===== config.mk =====
export PLATFORM = sky130hd
export DESIGN_NAME = mux_scan_sequencer
export DESIGN_NICKNAME = d
export VERILOG_FILES = /design/src/rtl/mux_scan_sequencer.sv
export SDC_FILE = /design/constraint.sdc
export NUM_CORES = 1
export LEC_CHECK = 0
export CORE_UTILIZATION = 30
export DETAILED_ROUTE_END_ITERATION = 7
export GPL_ROUTABILITY_DRIVEN = 1
export PLACE_DENSITY_LB_ADDON = 0.12
export SETUP_SLACK_MARGIN = 0.5
export SYNTH_ARGS = -nofsm -noshare
export SYNTH_HDL_FRONTEND = slang
export SYNTH_SLANG_ARGS = --single-unit

===== constraint.sdc =====
create_clock -name clk -period 1.6 [get_ports clk]
set_input_delay 0.16 -clock clk [delete_from_list [all_inputs] [get_ports clk]]
set_output_delay 0.16 -clock clk [all_outputs]
set_load 0.01 [all_outputs]

===== src/rtl/mux_scan_sequencer.sv =====
// Scan sequencer for a downstream 4-to-1 mux: steps sel through channels 0..3 and holds
// each for DWELL cycles, samples mux_out, and offers the 4-bit word over valid/ready.
// Define MUX_SCAN_PARITY_EN to add a registered even-parity output alongside data.
module mux_scan_sequencer #(
    parameter int unsigned DWELL = 2
) (
    input  logic       clk,
    input  logic       rst_n,
    input  logic       start,
    input  logic       mux_out,
    output logic [1:0] sel,
    output logic       busy,
    output logic [3:0] data,
    output logic       data_valid,
    input  logic       data_ready
`ifdef MUX_SCAN_PARITY_EN
    ,
    output logic       parity
`endif
);

    localparam logic [1:0] IDLE = 2'd0;
    localparam logic [1:0] SCAN = 2'd1;
    localparam logic [1:0] HOLD = 2'd2;

    localparam logic [3:0] DWELL_LAST = 4'(DWELL - 1);

    logic [1:0] state_q, state_d;
    logic [3:0] cnt_q, cnt_d;
    logic [1:0] ch_q, ch_d;
    logic [3:0] shadow_q, shadow_d;
    logic [3:0] data_q, data_d;
    logic       valid_q, valid_d;
    logic       busy_q, busy_d;
`ifdef MUX_SCAN_PARITY_EN
    logic       parity_q, parity_d;
`endif

    always_comb begin
        state_d  = state_q;
        cnt_d    = cnt_q;
        ch_d     = ch_q;
        shadow_d = shadow_q;
        data_d   = data_q;
        valid_d  = valid_q;
        busy_d   = busy_q;
`ifdef MUX_SCAN_PARITY_EN
        parity_d = parity_q;
`endif
        case (state_q)
            IDLE: begin
                if (start) begin
                    state_d = SCAN;
                    busy_d  = 1'b1;
                    cnt_d   = 4'd0;
                    ch_d    = 2'd0;
                end
            end
            SCAN: begin
                if (cnt_q == DWELL_LAST) begin
                    shadow_d[ch_q] = mux_out;
                    cnt_d          = 4'd0;
                    if (ch_q == 2'd3) begin
                        // Word includes the bit being sampled on this same edge.
                        data_d  = {mux_out, shadow_q[2:0]};
                        valid_d = 1'b1;
                        ch_d    = 2'd0;
                        state_d = HOLD;
`ifdef MUX_SCAN_PARITY_EN
                        parity_d = ^{mux_out, shadow_q[2:0]};
`endif
                    end else begin
                        ch_d = ch_q + 2'd1;
                    end
                end else begin
                    cnt_d = cnt_q + 4'd1;
                end
            end
            HOLD: begin
                if (data_ready) begin
                    state_d = IDLE;
                    valid_d = 1'b0;
                    busy_d  = 1'b0;
                end
            end
            default: begin
                state_d = IDLE;
                valid_d = 1'b0;
                busy_d  = 1'b0;
                cnt_d   = 4'd0;
                ch_d    = 2'd0;
            end
        endcase
    end

    always_ff @(posedge clk or negedge rst_n) begin
        if (!rst_n) begin
            state_q  <= IDLE;
            cnt_q    <= 4'd0;
            ch_q     <= 2'd0;
            shadow_q <= 4'd0;
            data_q   <= 4'd0;
            valid_q  <= 1'b0;
            busy_q   <= 1'b0;
`ifdef MUX_SCAN_PARITY_EN
            parity_q <= 1'b0;
`endif
        end else begin
            state_q  <= state_d;
            cnt_q    <= cnt_d;
            ch_q     <= ch_d;
            shadow_q <= shadow_d;
            data_q   <= data_d;
            valid_q  <= valid_d;
            busy_q   <= busy_d;
`ifdef MUX_SCAN_PARITY_EN
            parity_q <= parity_d;
`endif
        end
    end

    // The channel register doubles as sel; it is parked at 0 outside SCAN.
    assign sel        = ch_q;
    assign busy       = busy_q;
    assign data       = data_q;
    assign data_valid = valid_q;
`ifdef MUX_SCAN_PARITY_EN
    assign parity     = parity_q;
`endif

endmodule


==> results of run 1 <==
-- logic make-up (layout without fill, tap and decap cells) --
kind of cell	after synthesis	in the layout	share of synthesized area [%]
muxes	9	9	13.2
AOI/OAI and AO/OA	14	14	11.2
adders and majority gates	6	6	8.73
and+or+nand+nor	13	13	11.1
DFF	17	17	49.5
buffers and inverters	8	43	5.24
xor gates and xnor gates	1	1	1.02
-- through the flow --
step	hold slack, ns	instances	TNS [ns]
2_1_floorplan	-0.136	68	-0.0649
3_3_place_gp	0.460	115	0
3_5_place_dp	0.466	115	0
4_1_cts	0.186	133	0
5_1_grt	0.199	134	0
6_report	0.183	134	0
-- sequential cells by signal (all words and copies together), names as in the netlist --
signal,flops
data,4
data_valid,1
shadow_q,3
state_q,2
sel,2
cnt_q,4
busy,1
-- worst max-delay path: cells and delay by family, from the launching register on --
kind | cells | cell delay [ns]
multiplexers | 1 | 0.31
flip-flops | 1 | 0.40
adder cells (fa/ha/maj) | 1 | 0.12
AND/OR/NAND/NOR | 2 | 0.49
buffers and inverters | 1 | 0.08
-- power breakdown --
group	total (uW)	switching, uW	leakage (uW)	internal (uW)
clock network	236	143	0.0000177	93.0
logic	1470	612	0.000385	854
registers	779	146	0.000205	633
total	2480	900	0.000608	1580
-- area by class of cell --
| class | count | area, sq um | share of cell area, % |
|---|---|---|---|
| clock buffer | 3 | 22.5 | 1.79 |
| clock inverter | 1 | 5.00 | 0.398 |
| inverter | 6 | 22.5 | 1.79 |
| multi-input combinational | 43 | 470 | 37.4 |
| sequential | 17 | 425 | 33.8 |
| tap | 31 | 38.8 | 3.08 |
| timing repair buffer | 33 | 273 | 21.7 |
-- final timing paths --
| kind | depth (start not counted) | start | slack [ns] | end |
|---|---|---|---|---|
| max in group asynchronous | 2 | rst_n | 1.22 | sel[0] |
| min reg2reg | 1 | data_valid | 0.49 | data_valid |
| min | 2 | rst_n | 0.18 | data[1] |
| max reg2reg | 5 | cnt_q[1] | 0.1 | data[2] |
| min in group clk | 1 | data_valid | 0.49 | data_valid |
| max | 5 | cnt_q[1] | 0.1 | data[2] |
-- cells in the mapped netlist (all sizes together) --
master   n  share of area, %
o22ai    1              0.73
ha       6               8.7
dfrtp   17                49
a31oi    2               1.5
o32ai    1               1.0
buf      2               2.6
o21ai    2               1.2
mux2i    2               2.3
nor2     2              0.87
xnor2    1               1.0
a211o    1               1.0
and3b    1               1.0
and3     1               1.3
a21o     3               2.6
nand2    1              0.44
a311oi   1               1.0
nand2b   1              0.73
nand3    4               2.3
mux2     7                11
and4bb   1               1.5
nor2b    1              0.73
nor3b    1               2.2
a21oi    2               1.2
inv      6               2.6
a22o     1               1.0
-- layer usage --
metal	vias to the layer above	GRT usage, %	routed length, um
met5	-	0	0
met1	310	18.7	969
met4	0	3.21	17
met2	12	21.2	933
met3	2	5.39	69
li1	311	-	-
-- what timing repair did --
| action | in CTS | in global routing |
|---|---|---|
| resized for setup | 39 | 11 |
| buffers inserted | 14 | 1 |
| pin swaps | 2 | 3 |
| setup endpoints to repair | 23 | 24 |
==> results.txt, run 1 <==
Crit Path Class: reg2reg
Total power: 2480 uW
Initial antenna violation count: 0
DR vias/cell: 4.74
Number of synthesized register bits: 17
Final Core Density: 46.0%
Unrepaired setup endpoints after global routing: true
Worst Hold Class: in2async
IO Port Bufs: 12
Die Width: 55.5 um
Antenna Nets Post-Route: 0
Largest net degree at the start of global routing: 18
Routed wire per std cell: 14.9 um
Status: finished clean
Critical-path cell list: inv_2, ha_4, nor3b_4, and3_4, mux2_4
Nets: 115
Clk buf depth: 2
Worst Tran Pin Value: 0.238 ns
Post-route DRC: 0
Max incr delay on CP: 0.40 ns
# rows: 19
WP data required: 1.79 ns
CP max FO: 5
Clk sink count: 17
Final worst-path cycle share: 94.0%
Mapped Nets: 79
Tot GR Track Use: 13.9%
Post-synthesis sequential area ratio: 49.5%
Min Tclk post-route: 1.50 ns
Crit path capture type: flip-flop
Max-slew violations: 0
Hpwl dp: 1140 um
Pre-CTS setup slack: 0.103 ns
DRT Pass-1 Iters: 4
Final WL: 1990 um
Fin Clk Skew: 0.00527 ns
CP Data Arrival Time: 1.69 ns
Final worst setup slack: 0.0957 ns
Post-Syn Area: 860 sq um
Die span in y: 55.5 um
First-pass GRT wire length: 3190 um
Final Hold Fails: 0
Slowest cell on crit path: dfrtp_1
Yosys warning count: 0
Max-cap violations: 0
RD Place Congestion: 0.688
Post-DP Area: 0.00104 sq mm
Ant. Diodes: 0
CTS Buf Count: 3
Most frequent cells in the layout: dfrtp_1 (17), buf_4 (15), buf_6 (8)
Leading cell type in the layout, fill and taps excluded: dfrtp_1
Rel. slew slack: 84.1%
Clock Latency Late Sink: 0.29 ns
Fill cells: 256
Worst Setup Start Kind: flip-flop
Vias: 635
Total grt overflow: 0
Finished Cell Area: 0.00126 sq mm
Number of H-tree levels: 1
Core ar.: 0.00273 sq mm
Share of layout cells above drive strength 1: 51.5%
Area delta synth->final: 46.3%
PwrDens: 1970 mW/mm^2
Die area: 0.00308 sq mm
Finish-stage setup viols: 0
VDD IR-drop max: 0.00122 V
CTS tree: yes
Syn Inst Count: 68
I/O pin count: 13
DRT iter0 DRCs: 11
Pleak: 0.000608 uW
Reg clk slew, reported paths: 0.11 ns
Root buf cell: clkbuf_4
Initial Util: 31.4%
Post-synth cell types: 26
Fmax: 665 MHz
Number of global-route vias before repair: 636
Mean post-synth cell area: 12.6 sq um
CTS Hold Bufs: 0
Note: power is estimated with default switching activity, not from simulation.
==> inputs of run 2 (changes only) <==
ABC_AREA = 0   (was default)
HOLD_SLACK_MARGIN = 0.05   (was default)
==> results of run 2 <==
No change in the layout: final DEF, timing and power equal those of run 1.
